$ cat src/rtl/mem_pkg.sv
// Shared definitions for the data-memory requester path: access sizes, FSM states, lane helpers.
package mem_pkg;

  localparam int NB_COL     = 4;
  localparam int COL_WIDTH  = 8;
  localparam int DATA_WIDTH = NB_COL * COL_WIDTH;

  localparam logic [1:0] SIZE_B = 2'd0;
  localparam logic [1:0] SIZE_H = 2'd1;
  localparam logic [1:0] SIZE_W = 2'd2;

  typedef enum logic [1:0] {
    IDLE      = 2'd0,
    ACCESS    = 2'd1,
    LOAD_WAIT = 2'd2
  } lsu_state_t;

  // Misaligned half/word or the reserved size encoding.
  function automatic logic is_bad_access(input logic [1:0] size, input logic [1:0] off);
    case (size)
      SIZE_B:  return 1'b0;
      SIZE_H:  return off[0];
      SIZE_W:  return off != 2'd0;
      default: return 1'b1;
    endcase
  endfunction

  function automatic logic [NB_COL-1:0] lane_mask(input logic [1:0] size, input logic [1:0] off);
    case (size)
      SIZE_B:  return 4'b0001 << off;
      SIZE_H:  return 4'b0011 << off;
      default: return 4'b1111;
    endcase
  endfunction

  // Replicate right-aligned store data so every lane the mask can select carries it.
  function automatic logic [DATA_WIDTH-1:0] lane_data(input logic [1:0] size,
                                                      input logic [DATA_WIDTH-1:0] wdata);
    case (size)
      SIZE_B:  return {4{wdata[7:0]}};
      SIZE_H:  return {2{wdata[15:0]}};
      default: return wdata;
    endcase
  endfunction

endpackage

$ cat src/rtl/mem_load_align.sv
// Combinational load alignment: shifts the addressed lane(s) down and sign/zero-extends.
module mem_load_align
  import mem_pkg::*;
(
  input  logic [DATA_WIDTH-1:0] dout,
  input  logic [1:0]            off,
  input  logic [1:0]            size,
  input  logic                  uns,
  output logic [DATA_WIDTH-1:0] data
);

  logic [DATA_WIDTH-1:0] shifted;

  assign shifted = dout >> {off, 3'b000};

  // NOTE: every always_comb output gets a default first so no path can infer a latch.
  always_comb begin
    data = shifted;
    case (size)
      SIZE_B:  data = {{24{~uns & shifted[7]}}, shifted[7:0]};
      SIZE_H:  data = {{16{~uns & shifted[15]}}, shifted[15:0]};
      default: data = shifted;
    endcase
  end

endmodule

$ cat src/rtl/mem_lsu_master.sv
// Load/store requester for the byte-write data RAM: one request in flight, registered RAM strobes.
module mem_lsu_master
  import mem_pkg::*;
#(
  parameter int ADDR_WIDTH = 32
) (
  input  logic                  clk,
  input  logic                  rst,
  input  logic                  req_valid,
  output logic                  req_ready,
  input  logic                  req_we,
  input  logic [1:0]            req_size,
  input  logic                  req_unsigned,
  input  logic [ADDR_WIDTH-1:0] req_addr,
  input  logic [31:0]           req_wdata,
  output logic                  rsp_valid,
  output logic [31:0]           rsp_rdata,
  output logic                  rsp_err,
  output logic [3:0]            mem_we,
  output logic [ADDR_WIDTH-1:0] mem_addr,
  output logic [31:0]           mem_di,
  input  logic [31:0]           mem_dout
);

  lsu_state_t  state;
  logic [1:0]  off_q;
  logic [1:0]  size_q;
  logic        uns_q;
  logic        store_q;
  logic [31:0] load_data;

  assign req_ready = (state == IDLE);

  mem_load_align u_align (
    .dout (mem_dout),
    .off  (off_q),
    .size (size_q),
    .uns  (uns_q),
    .data (load_data)
  );

  // NOTE: all state here is sequential and uses non-blocking assignments so every
  // register samples pre-edge values regardless of statement order.
  always_ff @(posedge clk) begin
    if (rst) begin
      state     <= IDLE;
      mem_we    <= '0;
      mem_addr  <= '0;
      mem_di    <= '0;
      rsp_valid <= 1'b0;
      rsp_rdata <= '0;
      rsp_err   <= 1'b0;
      off_q     <= '0;
      size_q    <= SIZE_B;
      uns_q     <= 1'b0;
      store_q   <= 1'b0;
    end else begin
      rsp_valid <= 1'b0;
      case (state)
        IDLE: begin
          if (req_valid) begin
            if (is_bad_access(req_size, req_addr[1:0])) begin
              // Rejected without touching the RAM; answered straight from IDLE.
              rsp_valid <= 1'b1;
              rsp_err   <= 1'b1;
              rsp_rdata <= '0;
            end else begin
              mem_addr <= {req_addr[ADDR_WIDTH-1:2], 2'b00};
              mem_we   <= req_we ? lane_mask(req_size, req_addr[1:0]) : 4'b0000;
              mem_di   <= lane_data(req_size, req_wdata);
              off_q    <= req_addr[1:0];
              size_q   <= req_size;
              uns_q    <= req_unsigned;
              store_q  <= req_we;
              state    <= ACCESS;
            end
          end
        end
        ACCESS: begin
          mem_we <= '0;
          if (store_q) begin
            rsp_valid <= 1'b1;
            rsp_rdata <= '0;
            rsp_err   <= 1'b0;
            state     <= IDLE;
          end else begin
            state <= LOAD_WAIT;
          end
        end
        LOAD_WAIT: begin
          rsp_valid <= 1'b1;
          rsp_rdata <= load_data;
          rsp_err   <= 1'b0;
          state     <= IDLE;
        end
        default: state <= IDLE;
      endcase
    end
  end

endmodule

$ cat config.mk
export PLATFORM = sky130hd
export DESIGN_NAME = mem_lsu_master
export DESIGN_NICKNAME = d
export VERILOG_FILES = /design/src/rtl/mem_pkg.sv /design/src/rtl/mem_load_align.sv /design/src/rtl/mem_lsu_master.sv
export SDC_FILE = /design/constraint.sdc
export NUM_CORES = 1
export LEC_CHECK = 0
export BUFFER_PORTS_ARGS = -buffer_cell sky130_fd_sc_hd__buf_2
export CELL_PAD_IN_SITES_DETAIL_PLACEMENT = 2
export CELL_PAD_IN_SITES_GLOBAL_PLACEMENT = 2
export CORE_ASPECT_RATIO = 1.75
export CORE_UTILIZATION = 28
export CTS_CLUSTER_DIAMETER = 60
export DETAILED_ROUTE_END_ITERATION = 8
export GPL_ROUTABILITY_DRIVEN = 0
export PLACE_DENSITY_LB_ADDON = 0.08
export SLEW_MARGIN = 20
export SYNTH_ARGS = -nofsm -noshare
export SYNTH_HDL_FRONTEND = slang
export SYNTH_SLANG_ARGS = --single-unit
$ cat constraint.sdc
create_clock -name clk -period 4.4 [get_ports clk]
set_input_delay 0.44 -clock clk [delete_from_list [all_inputs] [get_ports clk]]
set_output_delay 0.44 -clock clk [all_outputs]
set_load 0.05 [all_outputs]
==> results of run 1 <==
## how the worst max path moves through the flow
| stage | from | endpoint | slack, ns |
|---|---|---|---|
| after floorplan | state[0] | rsp_rdata[23] | 2.28 |
| after global placement | req_size[1] | rsp_rdata[19] | 1.55 |
| after detailed placement | req_size[1] | rsp_rdata[23] | 1.37 |
| after CTS | req_size[1] | rsp_rdata[23] | 1.73 |
| after global routing | req_size[1] | rsp_rdata[23] | 1.53 |
| final | req_size[1] | rsp_rdata[23] | 1.78 |
## power groups by stage
stage               logic [W]  registers (W)  clock network, W
finish               0.000509        0.00105          0.000858
global route         0.000549        0.00106          0.000921
CTS                  0.000519        0.00105          0.000882
detailed placement   0.000517        0.00108                 0
global placement     0.000505        0.00107                 0
floorplan            0.000208        0.00121                 0
## placed cells by master, fill, tap and decap left out, drive strengths merged, types with 6 or more instances in the layout
cell,count
buf,208
nand2,145
dfxtp,108
a21oi,70
mux2i,35
nor2,31
o21ai,25
a221o,16
o2bb2ai,12
clkbuf,11
a211oi,10
a311oi,9
mux2,9
o2111ai,7
inv,7
nor3,6
## per-layer routing
layer / part of all wire / up-vias / GRT usage
li1: - / 2287 / -
met1: 0.35 / 2343 / 0.2033
met2: 0.58 / 136 / 0.4184
met3: 0.046 / 18 / 0.03226
met4: 0.021 / 0 / 0.06220
met5: 0 / - / 0
## worst max-delay path: cells and delay by family
| family | cells | cell delay (ns) |
|---|---|---|
| compound gates | 3 | 0.65 |
| buf+inv | 2 | 0.82 |
| simple gates | 2 | 0.97 |
## per-stage QoR
step / util / cells / cell area [µm²] / hold WS [ns] / power, W
after floorplan: - / 559 / 4720 / 0.4455 / 0.001421
after global placement: 0.3561 / 947 / 5857 / 0.4400 / 0.001576
after detailed placement: 0.3561 / 947 / 5857 / 0.4494 / 0.001592
after CTS: 0.3750 / 963 / 6167 / 0.3143 / 0.002454
after global routing: 0.3750 / 963 / 6167 / 0.3225 / 0.002528
final: 0.3750 / 963 / 6167 / 0.3229 / 0.002418
## sequential cells by signal, indices dropped and copies added (netlist names)
name	cells
store_q	1
rsp_valid	1
rsp_rdata	32
uns_q	1
mem_we	4
off_q	2
mem_addr	30
rsp_err	1
size_q	2
state	2
mem_di	32
## logic make-up (layout without fill, tap and decap cells)
logic type / count (synthesis) / in the layout / share of synthesized area
compound gates: 152 / 152 / 0.2088
fa+ha+maj: 4 / 4 / 0.01061
buf+inv: 50 / 230 / 0.05041
flops: 108 / 108 / 0.4585
mux: 44 / 44 / 0.09578
other cells: 1 / 2 / 0.0007952
simple gates: 199 / 199 / 0.1751
## area by class of cell
class                           instances  area share
Multi-Input combinational cell        401      0.3772
Tap cell                              224     0.04545
Inverter                                6    0.003652
Sequential cell                       108      0.3506
Clock inverter                          5     0.01096
Clock buffer                           11     0.03936
Timing Repair Buffer                  208      0.1729
==> results.json, run 1 <==
{
  "status": "completed",
  "rsz0062_at_grt": "no",
  "netlist_instances": 558,
  "overflow": 0,
  "root_buffer": "clkbuf_16",
  "grt_pass1_vias": 5156,
  "synth_ff_type": "dfxtp_1",
  "dr_total_vias": 4784,
  "ant_nets": 0,
  "power_density_nw_per_um2": 392.1,
  "yosys_warnings": 0,
  "p_switching_w": 0.0007848,
  "layout-drive-gt1-share": 0.3275,
  "hold_buffers": 0,
  "ys_ff_latch": 108,
  "yosysTopAreaCellShare": 0.4585,
  "fin_crit_sh": 0.5952,
  "grt_pass1_wl_um": 27460,
  "pre_cts_ws_ns": 1.368,
  "dp_hpwl_um": 13780,
  "p_leak_nw": 2.713,
  "crit_path_max_incr_delay_ns": 0.57,
  "cp.required_ns": 4.68,
  "comb_power_share": 0.210,
  "cts_tree": "yes",
  "drtIter0Drc": 103,
  "ys_async_sr_fraction": 0,
  "tightest_slew_ns": 0.9444,
  "worst-path-max-fanout": 39,
  "reg2reg_depth": 5,
  "multi_input_area_um2": 2326,
  "slowest_stage": "buf_2",
  "synthTopCellsByArea": "dfxtp_1 (46%), nand2_1 (12%), mux2i_1 (7.4%), a21oi_1 (7.3%), a221o_1 (3.4%)",
  "initial_core_util": 0.2867,
  "reg2reg_to": "rsp_rdata[10]",
  "fill_cells": 1976,
  "die_area_um2": 17390,
  "setup_viol": 0,
  "synth_area_leader_cell": "dfxtp_1",
  "synth.distinct_cells": 39,
  "nets": 841,
  "setup_slack_ns": 1.781,
  "area_growth_pct": 30.78,
  "pwr-share-clk": 0.355,
  "crit_arrival_ns": 2.90,
  "cts_sinks": 108,
  "slew_headroom": 0.3697,
  "insertion_delay_ns": 0.35,
  "numCtsBuffers": 9,
  "viasPerCell": 4.968,
  "regArea_um2": 2162,
  "synth.avg_cell_area_um2": 8.451,
  "start_kind": "input port",
  "p_int_w": 0.001633,
  "r2r_start": "off_q[1]",
  "min_from": "req_addr[30]",
  "hold_viol": 0,
  "num_antenna_cells": 0,
  "setup-tns-final_ns": 0,
  "drc": 0,
  "antenna_found_initial": 0,
  "ioPinCount": 206,
  "fin_crit_ns": 2.619,
  "first_pass_iters": 4,
  "switching_share": 0.3246,
  "path_class": "input port to flop",
  "maxCapViolations": 0,
  "cp-end-kind": "flop",
  "drv_slew": 0,
  "die_h_um": 173.7,
  "synth_edf_count": 0,
  "max_freq_ghz": 0.3818,
  "ys_seq_area_frac": 0.4585,
  "ctsResizeCount": 0,
  "path_cells": "buf_2 > a21oi_1 > o31a_2 > nand3b_1 > nor2_1 > buf_4 > a221o_1",
  "hold_end": "mem_addr[30]",
  "wl_um": 17840,
  "grt_start_max_net_pins": 84,
  "yosysMostFrequentCell": "nand2_1",
  "cts_setup_buffers": 0,
  "p_seq_frac": 0.435,
  "rows": 62,
  "wl_per_cell_um": 18.52,
  "grt_usage": 0.2051,
  "whs_path_depth": 3,
  "peakVddDrop_mv": 0.2215,
  "clk_pin_slew_ns": 0.08,
  "port_buffers": 203,
  "hold_path.class": "input port to flop",
  "clock_path_buffers": 2,
  "reg2reg_slack_ns": 1.85,
  "synth_top_cells_by_count": "nand2_1 (145), dfxtp_1 (108), a21oi_1 (69), mux2i_1 (35), nor2_1 (30)",
  "core_area_um2": 16450,
  "cts_max_level": 3,
  "clock_skew_ns": 0.009114,
  "synth_area_um2": 4716,
  "die_w_um": 100.1
}
No activity file was read; power rests on OpenSTA's default activity.
==> run 2: changes to the inputs <==
--- a/config.mk
+++ b/config.mk
@@ -9,7 +9,7 @@
 export CELL_PAD_IN_SITES_DETAIL_PLACEMENT = 2
 export CELL_PAD_IN_SITES_GLOBAL_PLACEMENT = 2
 export CORE_ASPECT_RATIO = 1.75
-export CORE_UTILIZATION = 28
+export CORE_UTILIZATION = 23
 export CTS_CLUSTER_DIAMETER = 60
 export DETAILED_ROUTE_END_ITERATION = 8
 export GPL_ROUTABILITY_DRIVEN = 0
==> constraint.sdc (replaced) <==
create_clock -name clk -period 2.4 [get_ports clk]
set_input_delay 0.24 -clock clk [delete_from_list [all_inputs] [get_ports clk]]
set_output_delay 0.24 -clock clk [all_outputs]
set_load 0.05 [all_outputs]
==> results.json, run 2 (synthesis results as in run 1) <==
{
  "rsz0062_at_grt": "no",
  "power_density_nw_per_um2": 705.3,
  "tightest_slew_ns": 0.8873,
  "root_buffer": "clkbuf_16",
  "rows": 69,
  "hold_viol": 0,
  "nets": 851,
  "start_kind": "flop",
  "cts_setup_buffers": 0,
  "antenna_found_initial": 1,
  "fin_crit_sh": 0.9115,
  "layout-drive-gt1-share": 0.3364,
  "grt_pass1_wl_um": 28200,
  "status": "completed",
  "max_freq_ghz": 0.4571,
  "setup-tns-final_ns": 0,
  "viasPerCell": 4.825,
  "ioPinCount": 206,
  "area_growth_pct": 32.90,
  "cts_tree": "yes",
  "grt_start_max_net_pins": 64,
  "worst-path-max-fanout": 9,
  "numCtsBuffers": 9,
  "slew_headroom": 0.4039,
  "fill_cells": 2378,
  "die_area_um2": 21100,
  "clock_path_buffers": 2,
  "die_h_um": 191.4,
  "die_w_um": 110.2,
  "drtIter0Drc": 97,
  "ant_nets": 0,
  "clock_skew_ns": 0.008486,
  "core_area_um2": 20200,
  "wl_um": 19060,
  "grt_pass1_vias": 5099,
  "path_class": "flop to flop",
  "final_common_cell": "buf_2",
  "p_leak_nw": 2.755,
  "multi_input_area_um2": 2326,
  "cp.required_ns": 2.71,
  "crit_arrival_ns": 2.50,
  "final_cell_mix": "buf_2 (203), nand2_1 (145), dfxtp_1 (108)",
  "initial_core_util": 0.2334,
  "drc": 0,
  "hold_path.class": "input port to flop",
  "dr_total_vias": 4820,
  "first_pass_iters": 5,
  "regArea_um2": 2162,
  "cp-end-kind": "flop",
  "fin_crit_ns": 2.188,
  "insertion_delay_ns": 0.37,
  "cts_max_level": 3,
  "ctsResizeCount": 0,
  "setup_viol": 0,
  "overflow": 0,
  "largest_registers": "mem_di (32), rsp_rdata (32), mem_addr (30)",
  "port_buffers": 203,
  "peakVddDrop_mv": 0.2998,
  "dp_hpwl_um": 14800,
  "fin_util": 0.3102,
  "grt_usage": 0.1821,
  "maxCapViolations": 0,
  "clk_pin_slew_ns": 0.08,
  "cts_sinks": 108,
  "drv_slew": 0,
  "wl_per_cell_um": 19.08,
  "hold_buffers": 0
}
[run 2: cell count changes in the layout (fill, tap and decap cells not counted)]
cell / change
inv_6: -1
clkinv_4: -1
clkinvlp_4: +1
buf_4: +10
bufinv_16: -1
diode_2: +2
inv_8: -1
clkbuf_8: +3
[run 2: layer usage]
metal / GRT usage / routed length [µm] / vias to the layer above
met4: 0.09312 / 568 / 0
li1: - / - / 2317
met5: 0 / 0 / -
met1: 0.1714 / 6618 / 2340
met2: 0.3555 / 10930 / 139
met3: 0.03648 / 938 / 24
[run 2: worst paths after layout]
kind / startpoint / to / slack (ns) / cells past startpoint
setup / recovery: state[1] / rsp_rdata[27] / 0.21 / 8
hold / removal: req_addr[10] / mem_addr[10] / 0.11 / 3
setup reg to reg: state[1] / rsp_rdata[27] / 0.21 / 8
hold reg to reg: mem_addr[15] / mem_addr[15] / 0.45 / 2
[run 2: cell type report]
class | instances | share of cell area
multi-input cells | 401 | 0.3711
well taps | 248 | 0.04951
clock inverters | 2 | 0.002595
repair buffers | 218 | 0.1821
diodes | 2 | 0.0007986
flip-flops and latches | 108 | 0.3450
inverters | 6 | 0.003594
clock buffers | 14 | 0.04532
[run 2: through the flow]
step	instance area [µm²]	hold slack [ns]	total power, W	instances	worst slack [ns]
2_1_floorplan	4720	0.3736	0.002606	559	0.2756
3_3_place_gp	5962	0.4404	0.002919	981	0.3858
3_5_place_dp	5962	0.4508	0.002944	981	0.1749
4_1_cts	6262	0.08548	0.004520	997	0.1506
5_1_grt	6265	0.1018	0.004642	998	0.01332
6_report	6267	0.1050	0.004420	999	0.2123
[run 2: worst max-delay path, cell delays in order, from the launching register on]
cell	delay [ns]
dfxtp_1	0.38
inv_1	0.09
ha_1	0.24
and2b_1	0.24
nor3_1	0.19
nand3b_1	0.20
buf_4	0.23
nor3_4	0.34
a221o_1	0.22
[run 2: power breakdown]
| part | switching (W) | internal [W] |
|---|---|---|
| registers | 0.0000485 | 0.00188 |
| logic | 0.000679 | 0.000275 |
| clock network | 0.000720 | 0.000822 |
| total | 0.00145 | 0.00297 |
==> run 3: changes to the inputs <==
==> constraint.sdc (replaced) <==
create_clock -name clk -period 2.4 [get_ports clk]
set_input_delay 0.48 -clock clk [delete_from_list [all_inputs] [get_ports clk]]
set_output_delay 0.48 -clock clk [all_outputs]
set_load 0.05 [all_outputs]
==> results.json, run 3 (synthesis results as in run 1) <==
{
  "numCtsBuffers": 9,
  "ioPinCount": 206,
  "critical-path-top-delay-family": "compound AO/OA/AOI/OAI gates",
  "die_w_um": 110.2,
  "clk_pin_slew_ns": 0.07,
  "fill_cells": 2357,
  "insertion_delay_ns": 0.37,
  "clock_skew_ns": 0.01498,
  "cts_setup_buffers": 0,
  "first_pass_iters": 4,
  "stdcell_count": 1011,
  "power_density_nw_per_um2": 694.3,
  "regArea_um2": 2162,
  "wl_per_cell_um": 19.02,
  "viasPerCell": 4.778,
  "design_area_um2": 6372,
  "r2r_start": "off_q[0]",
  "start_kind": "flop",
  "rsz0062_at_grt": "no",
  "slowest_stage": "dfxtp_1",
  "whs_path_depth": 3,
  "crit_arrival_ns": 2.34,
  "antenna_found_initial": 3,
  "final_cell_mix": "buf_2 (203), nand2_1 (145), dfxtp_1 (108)",
  "min_from": "req_addr[29]",
  "reg2reg_slack_ns": 0.30,
  "max_freq_ghz": 0.4757,
  "final_common_cell": "buf_2",
  "die_h_um": 191.4,
  "largest_registers": "mem_di (32), rsp_rdata (32), mem_addr (30)",
  "rows": 69,
  "grt_start_max_net_pins": 53,
  "hold_viol": 0,
  "dr_total_vias": 4831,
  "die_area_um2": 21100,
  "port_buffers": 203,
  "crit_buf_inv": 1,
  "path_cells": "buf_4 > mux2_2 > o221ai_1 > nor2_2 > a221o_1",
  "drt-met1-wl_um": 6467,
  "met2_length_um": 11010,
  "layout-drive-gt1-share": 0.3509,
  "dp_hpwl_um": 15010,
  "fin_crit_ns": 2.102,
  "cts_max_level": 3,
  "whs_ns": 0.3387,
  "tightest_slew_ns": 0.6881,
  "maxUsedRoutingLayer": "met5",
  "placed_cell_area_um2": 6072,
  "clock_path_buffers": 2,
  "reg2reg_to": "rsp_rdata[24]",
  "nets": 864,
  "grt_pass1_vias": 5233,
  "drc": 0,
  "grt_usage": 0.1854,
  "ant_nets": 0,
  "initial_core_util": 0.2334,
  "hold_buffers": 0,
  "drv_slew": 0,
  "cts_tree": "yes",
  "dp_cells": 994,
  "cp.required_ns": 2.64,
  "peakVddDrop_mv": 0.2935,
  "cts_sinks": 108,
  "root_buffer": "clkbuf_16",
  "area_growth_pct": 35.13,
  "slew_headroom": 0.5408,
  "hold_end": "mem_addr[29]",
  "worst-path-max-fanout": 16,
  "overflow": 0,
  "wl_um": 19230,
  "reg2reg_depth": 5,
  "path_class": "flop to flop",
  "grt_pass1_wl_um": 28630,
  "hold_path.class": "input port to flop",
  "setup_viol": 0,
  "maxCapViolations": 0,
  "multi_input_area_um2": 2333,
  "wl_met3_um": 1006,
  "fin_crit_sh": 0.8759,
  "drtIter0Drc": 78,
  "cp-end-kind": "flop",
  "crit_path_max_incr_delay_ns": 0.47,
  "status": "completed",
  "p_leak_nw": 2.818,
  "core_area_um2": 20200
}
[run 3: changes by cell type in the layout (fill, tap and decap cells not counted), sizes merged]
cell,delta
clkbuf,-2
clkinv,+1
buf,+13
[run 3: stage by stage]
stage	utilization	TNS, ns	setup WS, ns	power [W]
floorplan	-	0	0.2756	0.002606
global placement	0.3006	0	0.04465	0.002950
detailed placement	0.3006	-0.03220	-0.02342	0.002976
CTS	0.3148	0	0.01771	0.004523
global route	0.3154	0	0.1298	0.004628
finish	0.3154	0	0.2979	0.004425
[run 3: area by class of cell]
| type | instances | share of cell area |
|---|---|---|
| clock inverter | 3 | 0.003338 |
| clock buffer | 12 | 0.04182 |
| inverter | 6 | 0.003534 |
| timing repair buffer | 231 | 0.1963 |
| multi-input combinational | 401 | 0.3662 |
| sequential | 108 | 0.3393 |
| antenna | 2 | 0.0007854 |
| tap | 248 | 0.04869 |
[run 3: worst max path at each step]
stage | start | end | slack [ns] | depth (start not counted)
after floorplan | state[0] | rsp_rdata[23] | 0.28 | 7
after global placement | mem_dout[31] | rsp_rdata[27] | 0.04 | 6
after detailed placement | mem_dout[31] | rsp_rdata[24] | -0.02 | 6
after CTS | state[1] | rsp_rdata[24] | 0.02 | 7
after global routing | state[1] | rsp_rdata[24] | 0.13 | 8
final | off_q[0] | rsp_rdata[24] | 0.30 | 5
[run 3: metal layers]
layer | GRT usage | vias to the layer above
met2 | 0.3660 | 139
met3 | 0.03785 | 31
met4 | 0.1073 | 2
met5 | 0 | -
li1 | - | 2340
met1 | 0.1654 | 2319
[run 3: power breakdown]
part | leakage [nW] | internal, W | switching [W]
combinational | 1.80 | 0.000300 | 0.000686
clock | 0.141 | 0.000785 | 0.000728
sequential | 0.879 | 0.00188 | 0.0000493
[run 3: worst register-to-register path, stage by stage, from the launching register on]
cell	delay, ns
dfxtp_1	0.47
buf_4	0.23
mux2_2	0.38
o221ai_1	0.35
nor2_2	0.23
a221o_1	0.33
[run 3: timing repair]
action	4_1_cts	5_1_grt
resized for setup	0	2
setup endpoints to repair	0	20
hold endpoints to repair	0	0
